===== src/rtl/detector_jogada_pkg.sv =====
// Shared state encoding and default debounce length for the answer-button detector.
package detector_jogada_pkg;

  typedef enum logic [2:0] {
    OCIOSO         = 3'd0,
    FILTRA_PRESSAO = 3'd1,
    EMITE          = 3'd2,
    ESPERA_SOLTAR  = 3'd3,
    FILTRA_SOLTURA = 3'd4
  } estado_t;

  // 1 ms at 50 MHz
  localparam int DEBOUNCE_PADRAO = 50000;

endpackage


===== src/rtl/sincronizador.sv =====
// Two-flop synchroniser bringing the raw button levels into the clock domain.
module sincronizador #(
  parameter int LARGURA = 4
) (
  input  logic               clock,
  input  logic               reset,
  input  logic [LARGURA-1:0] dado_i,
  output logic [LARGURA-1:0] dado_o
);

  logic [LARGURA-1:0] meta_q;
  logic [LARGURA-1:0] sinc_q;

  always_ff @(posedge clock or posedge reset) begin
    if (reset) begin
      meta_q <= '0;
      sinc_q <= '0;
    end else begin
      meta_q <= dado_i;
      sinc_q <= meta_q;
    end
  end

  assign dado_o = sinc_q;

endmodule


===== src/rtl/detector_jogada.sv =====
// Debounces the answer buttons, accepts a single lone press while armed, emits one pulse
// plus a held one-hot code, then waits for a debounced full release before re-arming.
module detector_jogada
  import detector_jogada_pkg::*;
#(
  parameter int N_BOTOES        = 4,
  parameter int DEBOUNCE_CICLOS = DEBOUNCE_PADRAO
) (
  input  logic                clock,
  input  logic                reset,
  input  logic                habilita,
  input  logic [N_BOTOES-1:0] botoes,
  output logic                jogada_feita,
  output logic [N_BOTOES-1:0] jogada,
  output logic [2:0]          db_estado
);

  localparam int CW = $clog2(DEBOUNCE_CICLOS);
  localparam logic [CW-1:0] CONT_MAX = CW'(DEBOUNCE_CICLOS - 1);

  logic [N_BOTOES-1:0] sinc;

  estado_t             estado_q, estado_d;
  logic [CW-1:0]       cont_q, cont_d, cont_inc;
  logic [N_BOTOES-1:0] cand_q, cand_d;
  logic [N_BOTOES-1:0] jogada_q, jogada_d;
  logic                feita_q, feita_d;
  logic                um_bit;

  sincronizador #(.LARGURA(N_BOTOES)) u_sinc (
    .clock  (clock),
    .reset  (reset),
    .dado_i (botoes),
    .dado_o (sinc)
  );

  assign um_bit   = ($countones(sinc) == 1);
  assign cont_inc = (cont_q == CONT_MAX) ? cont_q : cont_q + 1'b1;

  always_comb begin
    estado_d = estado_q;
    cont_d   = cont_q;
    cand_d   = cand_q;
    jogada_d = jogada_q;

    unique case (estado_q)
      OCIOSO: begin
        if (habilita && um_bit) begin
          cand_d   = sinc;
          estado_d = FILTRA_PRESSAO;
        end
      end
      FILTRA_PRESSAO: begin
        if (!habilita || (sinc != cand_q)) begin
          estado_d = OCIOSO;
        end else if (cont_q == CONT_MAX) begin
          estado_d = EMITE;
          jogada_d = cand_q;
        end else begin
          cont_d = cont_inc;
        end
      end
      EMITE: begin
        estado_d = ESPERA_SOLTAR;
      end
      ESPERA_SOLTAR: begin
        if (sinc == '0) estado_d = FILTRA_SOLTURA;
      end
      FILTRA_SOLTURA: begin
        if (sinc != '0) begin
          estado_d = ESPERA_SOLTAR;
        end else if (cont_q == CONT_MAX) begin
          estado_d = OCIOSO;
        end else begin
          cont_d = cont_inc;
        end
      end
      default: begin
        estado_d = OCIOSO;
      end
    endcase

    // every state starts its stability window from zero
    if (estado_d != estado_q) cont_d = '0;

    feita_d = (estado_d == EMITE);
  end

  always_ff @(posedge clock or posedge reset) begin
    if (reset) begin
      estado_q <= OCIOSO;
      cont_q   <= '0;
      cand_q   <= '0;
      jogada_q <= '0;
      feita_q  <= 1'b0;
    end else begin
      estado_q <= estado_d;
      cont_q   <= cont_d;
      cand_q   <= cand_d;
      jogada_q <= jogada_d;
      feita_q  <= feita_d;
    end
  end

  assign jogada_feita = feita_q;
  assign jogada       = jogada_q;
  assign db_estado    = estado_q;

endmodule

===== config.mk =====
export PLATFORM = sky130hd
export DESIGN_NAME = detector_jogada
export DESIGN_NICKNAME = d
export VERILOG_FILES = /design/src/rtl/detector_jogada_pkg.sv /design/src/rtl/sincronizador.sv /design/src/rtl/detector_jogada.sv
export SDC_FILE = /design/constraint.sdc
export NUM_CORES = 1
export LEC_CHECK = 0
export BUFFER_PORTS_ARGS = -buffer_cell sky130_fd_sc_hd__buf_4
export CAP_MARGIN = 10
export CORE_ASPECT_RATIO = 1.1
export CORE_MARGIN = 5
export CORE_UTILIZATION = 30
export CTS_CLUSTER_SIZE = 25
export DETAILED_ROUTE_END_ITERATION = 7
export PLACE_DENSITY_LB_ADDON = 0.3
export SLEW_MARGIN = 20
export SYNTH_ARGS = -nofsm -noshare
export SYNTH_HDL_FRONTEND = slang
export SYNTH_SLANG_ARGS = --single-unit

===== constraint.sdc =====
create_clock -name clock -period 3 [get_ports clock]
set_clock_uncertainty 0.05 [all_clocks]
set_input_delay 0.6 -clock clock [delete_from_list [all_inputs] [get_ports clock]]
set_output_delay 0.6 -clock clock [all_outputs]
set_load 0.01 [all_outputs]

==> results of run 1 <==
## cell type report
type,count,area [um2]
Fill cell,647,4030
Sequential cell,36,901
Multi-Input combinational cell,125,958
Clock inverter,3,23.8
Clock buffer,5,68.8
Inverter,10,37.5
Tap cell,80,100
Timing Repair Buffer,18,148
## worst max-delay path: cells and delay by family, from the launching register on
kind | cells | cell delay [ps]
adder cells (fa/ha/maj) | 3 | 970
buffers and inverters | 3 | 310
AO/OA/AOI/OAI | 1 | 200
flip-flops | 1 | 380
AND/OR/NAND/NOR | 4 | 750
## cell families (layout without fill, tap and decap cells)
family | count (synthesis) | count (layout)
buf+inv | 19 | 36
flops | 36 | 36
mux | 8 | 8
xor+xnor | 4 | 4
simple gates | 62 | 62
fa+ha+maj | 5 | 5
compound gates | 46 | 46
## stage by stage
stage	std cells	hold slack, ps	setup slack (ps)	utilization (%)	power [mW]
after floorplan	180	281	234	-	0.694
after global placement	269	282	295	34.2	0.748
after detailed placement	269	285	244	34.2	0.750
after CTS	277	304	221	35.7	1.11
after global routing	277	310	27.9	35.7	1.16
final	277	300	231	35.7	1.09
## cell usage in the layout, fill, tap and decap left out, drive strengths merged, types with 2 or more instances in the layout
cell type,n
a211oi,17
a21o,2
a21oi,6
a221o,2
and2,2
and2b,2
and3,4
buf,18
clkbuf,5
clkinvlp,2
dfrtp,36
ha,4
inv,10
mux2,8
nand2,7
nand3,9
nand4,3
nor2,6
nor3,4
nor3b,2
nor4b,2
nor4bb,3
o21ai,11
o31ai,5
or3,7
or4,6
xor2,4
## sequential cells by signal, indices dropped and copies added (netlist names)
signal / count
u_sinc.dado_o: 4
cont_q: 16
u_sinc.meta_q: 4
db_estado: 3
jogada: 4
cand_q: 4
jogada_feita: 1
## worst min-delay path by stage
stage / to / slack [ps] / depth (start not counted) / from
final: u_sinc.dado_o[1] / 300 / 0 / u_sinc.meta_q[1]
after floorplan: u_sinc.dado_o[0] / 280 / 0 / u_sinc.meta_q[0]
after global routing: u_sinc.dado_o[1] / 310 / 0 / u_sinc.meta_q[1]
after detailed placement: u_sinc.dado_o[2] / 280 / 0 / u_sinc.meta_q[2]
after CTS: u_sinc.dado_o[3] / 300 / 0 / u_sinc.meta_q[3]
after global placement: u_sinc.dado_o[1] / 280 / 0 / u_sinc.meta_q[1]
## power by group through the flow
stage	logic (mW)	registers, mW	clock network, mW
6_report	0.183	0.553	0.358
5_1_grt	0.201	0.562	0.392
4_1_cts	0.187	0.555	0.373
3_5_place_dp	0.186	0.565	0
3_3_place_gp	0.184	0.564	0
2_1_floorplan	0.140	0.554	0
## routing by layer
| layer | track usage, % | part of all wire (%) | vias to the layer above | routed length [um] |
|---|---|---|---|---|
| li1 | - | - | 711 | - |
| met4 | 4.68 | 1.6 | 0 | 63 |
| met5 | 0 | 0 | - | 0 |
| met2 | 15.3 | 49 | 24 | 1890 |
| met3 | 2.01 | 3.0 | 6 | 117 |
| met1 | 13.6 | 46 | 692 | 1770 |
==> results.cfg, run 1 <==
[logic_synthesis]
avgSynthCellArea_um2 = 10.9
synth_compound_area_share_pct = 18.7
yosysTopAreaCell = dfrtp_1
muxShareOfSynthArea_pct = 4.61
synth_ff_type = dfrtp_1
synth_edf_count = 0
synthCells = 180
yosys.cell_types.count = 43
syn_area_um2 = 1950
synth-seq-cells = 36
synth_top_family_by_area = simple AND/OR/NAND/NOR gates
synth_fa_ha_area_share_pct = 3.59
netlist.area_leader.share_pct = 46.1
synth-xor-area-share_pct = 1.79
yosysSeqAreaShare_pct = 46.1
async_flop_share_pct = 100
yosysWarnings = 0
ys_top_cells_by_count = dfrtp_1, a211oi_1, inv_1, o21ai_0, nand3_1
synth.most_common_cell = dfrtp_1
ys_top_cells_by_area = dfrtp_1, a211oi_1, mux2_2, a211oi_2, ha_1
synth_fp_nets = 192
synth_simple_gate_area_share_pct = 20.4

[die]
die_area_um2 = 8230
design.portCount = 15
rows = 30
start_util_pct = 31.2
die_width_um = 86.9
chipHeight_um = 94.6
core_um2 = 6270

[worst_setup_path]
cp.arrival_ps = 2900
reg2reg_from = u_sinc.dado_o[0]
critical_path_class = reg2reg
r2r_end = cont_q[3]
cp-start-kind = register
cpPeakStageDelay_ps = 530
crit_start = u_sinc.dado_o[0]
path_cells = inv_1 > fa_1 > inv_1 > ha_1 > ha_1 > nor4b_1 > nand3_1 > and3_1 > a211oi_4 > buf_12 > nor3_1
critPathSlowestCell = fa_1
worst-r2r-setup-slack_ps = 230
endpoint_kind = register
crit_fanout = 16
cp-endpoint = cont_q[3]
r2r_cells = 11
required_ps = 3130

[job]
maxCapViolations = 0

[global_routing]
grt_pass1_wl_mm = 6.54
grt.overflow.total = 0
track_usage_pct = 10.1
grt_pass1_vias = 1307
grt_max_degree = 37
antenna_found_initial = 0

[layout]
design_area_um2 = 2240
antenna_cells = 0
area_growth_pct = 14.5
nNetsFinal = 208
drive_gt1_share_pct = 22.8

[cts]
cts_buffers = 5
cts_resized = 0
cts_buffer_depth = 2
clock_latency_ps = 290
htree_levels = 2
cts_sinks = 36
cts-root-buf = clkbuf_8
tritoncts = yes
path_clk_slew_ps = 80
post-cts-setup-buffer-count = 0
ctsHoldBuffers = 0

[detailed_routing]
drtAntennaViolNets = 0
drtIter0Drc = 98
wl_per_cell_um = 13.9
via_per_inst = 5.17
vias = 1433
first_pass_iters = 4
routed_wl_mm = 3.84
remaining_drc_errors = 0

[hold_path]
hp-class = reg2reg

[pwr]
clkPwrFrac_pct = 32.8
cellPowerDensity_nw_per_um2 = 489
seq_power_share_pct = 50.5
switching_share_pct = 29.8
internal_power_mw = 0.768
vdd_drop_max_mv = 0.211
p_comb_share_pct = 16.7
cellLeakagePower_nw = 0.921
switching_power_mw = 0.326

[timing]
clock.fmax_ghz = 0.361
drv_slew = 0
worst_slew_pin_slew_ps = 458
rsz0062_at_grt = false
finalHoldViolCount = 0
finalSetupTns_ps = 0
post-route-min-period_ps = 2770
slew_headroom_pct = 69.5
setup_viol = 0
finalCritPeriodShare_pct = 92.3

[placement]
dpl_cell_area_um2 = 2140
place_congestion = 0.762
io_buffers = 14
dp_hpwl_mm = 2.68

[outcome]
status = finished, final reports clean
Power figures use the tool's default switching activity.
==> run 2: changes to the inputs <==
--- a/config.mk
+++ b/config.mk
@@ -13,6 +13,7 @@
 export CTS_CLUSTER_SIZE = 25
 export DETAILED_ROUTE_END_ITERATION = 7
 export PLACE_DENSITY_LB_ADDON = 0.3
+export REMOVE_ABC_BUFFERS = 1
 export SLEW_MARGIN = 20
 export SYNTH_ARGS = -nofsm -noshare
 export SYNTH_HDL_FRONTEND = slang
==> results.cfg, run 2 (synthesis gave the netlist of run 1 again) <==
[layout]
instances_no_fill = 277
antenna_cells = 0
regMostFlops = cont_q
area_growth_pct = 14.9
layout_common_cells = dfrtp_1, buf_4, a211oi_1, inv_1, o21ai_0
regArea_um2 = 901
multiInputGateArea_um2 = 965
nNetsFinal = 208
drive_gt1_share_pct = 23.4
final_common_cell = dfrtp_1
fillers = 623
largest_reg_flops = 16

[detailed_routing]
via_per_inst = 5.28
drtAntennaViolNets = 0
vias = 1463
wl_per_cell_um = 14.6
routed_wl_mm = 4.04
drtIter0Drc = 69
first_pass_iters = 4
remaining_drc_errors = 0

[global_routing]
antenna_found_initial = 0
track_usage_pct = 11.1
grt.overflow.total = 0
grt_max_degree = 37
grt_pass1_wl_mm = 7.23
grt_pass1_vias = 1492

[die]
core_um2 = 6270
die_area_um2 = 8230
die_width_um = 86.9
design.portCount = 15
start_util_pct = 31.2
rows = 30
chipHeight_um = 94.6

[pwr]
vdd_drop_max_mv = 0.221
cellLeakagePower_nw = 0.923
cellPowerDensity_nw_per_um2 = 491

[timing]
hold_ws_ps = 304
finalCritPeriodShare_pct = 92.9
setup_viol = 0
slew_headroom_pct = 64.6
clock.fmax_ghz = 0.359
worst_slew_pin_slew_ps = 532
finalHoldViolCount = 0
post-route-min-period_ps = 2790
drv_slew = 0

[worst_setup_path]
critical_path_class = reg2reg
cpPeakStageDelay_ps = 550
endpoint_kind = register
cp.arrival_ps = 2890
cp-start-kind = register
required_ps = 3100
crit_fanout = 16
path_cells = inv_1 > fa_1 > inv_1 > ha_1 > ha_1 > nor4b_2 > nand3_1 > and3_1 > a211oi_4 > buf_12 > nor4_1
critPathSlowestCell = fa_1
worst-r2r-setup-slack_ps = 210

[cts]
cts-root-buf = clkbuf_8
htree_levels = 2
cts_buffer_depth = 2
clock_latency_ps = 290
tritoncts = yes
path_clk_slew_ps = 80
cts_sinks = 36
ctsHoldBuffers = 0
cts_buffers = 5

[hold_path]
hp-class = reg2reg

[outcome]
status = finished, final reports clean

[placement]
place_congestion = 0.753
dp.cells = 268
dp_hpwl_mm = 2.80
io_buffers = 14

[job]
maxCapViolations = 0
## run 2: changes by cell type in the layout (fill, tap and decap cells not counted)
cell     change
nor4b_1      -1
nor4b_2      +1
## run 2: layout make-up
class,count,area share [%]
Clock buffer,5,3.07
Tap cell,80,4.46
Sequential cell,36,40.2
Inverter,10,1.67
Timing Repair Buffer,18,6.58
Clock inverter,3,1.06
Multi-Input combinational cell,125,43.0
## run 2: worst max-delay path, delay by kind of cell (launching register included)
family	cells	cell delay (ps)
adder cells (fa/ha/maj)	3	1000
AND/OR/NAND/NOR	4	670
flip-flops	1	380
buffers and inverters	3	320
AO/OA/AOI/OAI	1	210
## run 2: report_power, final
| part | total (mW) | switching (mW) | internal, mW |
|---|---|---|---|
| combinational | 0.185 | 0.0999 | 0.0851 |
| sequential | 0.557 | 0.0367 | 0.521 |
| clock | 0.360 | 0.195 | 0.164 |
| total | 1.10 | 0.332 | 0.770 |
## run 2: what timing repair did
action,CTS,global route
resized for setup,0,1
setup buffers,0,1
setup endpoints to repair,0,11
## run 2: final timing paths
| check | startpoint | end | cells past startpoint |
|---|---|---|---|
| hold reg to reg | u_sinc.meta_q[3] | u_sinc.dado_o[3] | 0 |
| setup / recovery | u_sinc.dado_o[0] | cont_q[2] | 11 |
| setup reg to reg | u_sinc.dado_o[0] | cont_q[2] | 11 |
| max in group asynchronous | reset | cont_q[5] | 3 |
| min in group asynchronous | reset | cont_q[9] | 3 |
| hold / removal | u_sinc.meta_q[3] | u_sinc.dado_o[3] | 0 |
## run 2: routing by layer
| layer | track usage, % | vias to the layer above | share of wire [%] |
|---|---|---|---|
| met3 | 2.09 | 7 | 2.4 |
| met5 | 0 | - | 0 |
| li1 | - | 708 | - |
| met2 | 17.0 | 22 | 48 |
| met4 | 4.81 | 0 | 1.9 |
| met1 | 15.1 | 726 | 48 |
## run 2: per-stage QoR
stage	cell area, um2	power (mW)	worst slack (ps)	setup TNS [ps]	util, %
after global placement	2140	0.746	272	0	34.1
final	2240	1.10	213	0	35.8
after detailed placement	2140	0.750	178	0	34.1
after floorplan	1900	0.690	196	0	-
after CTS	2230	1.12	127	0	35.6
after global routing	2240	1.16	-0.917	-0.917	35.8
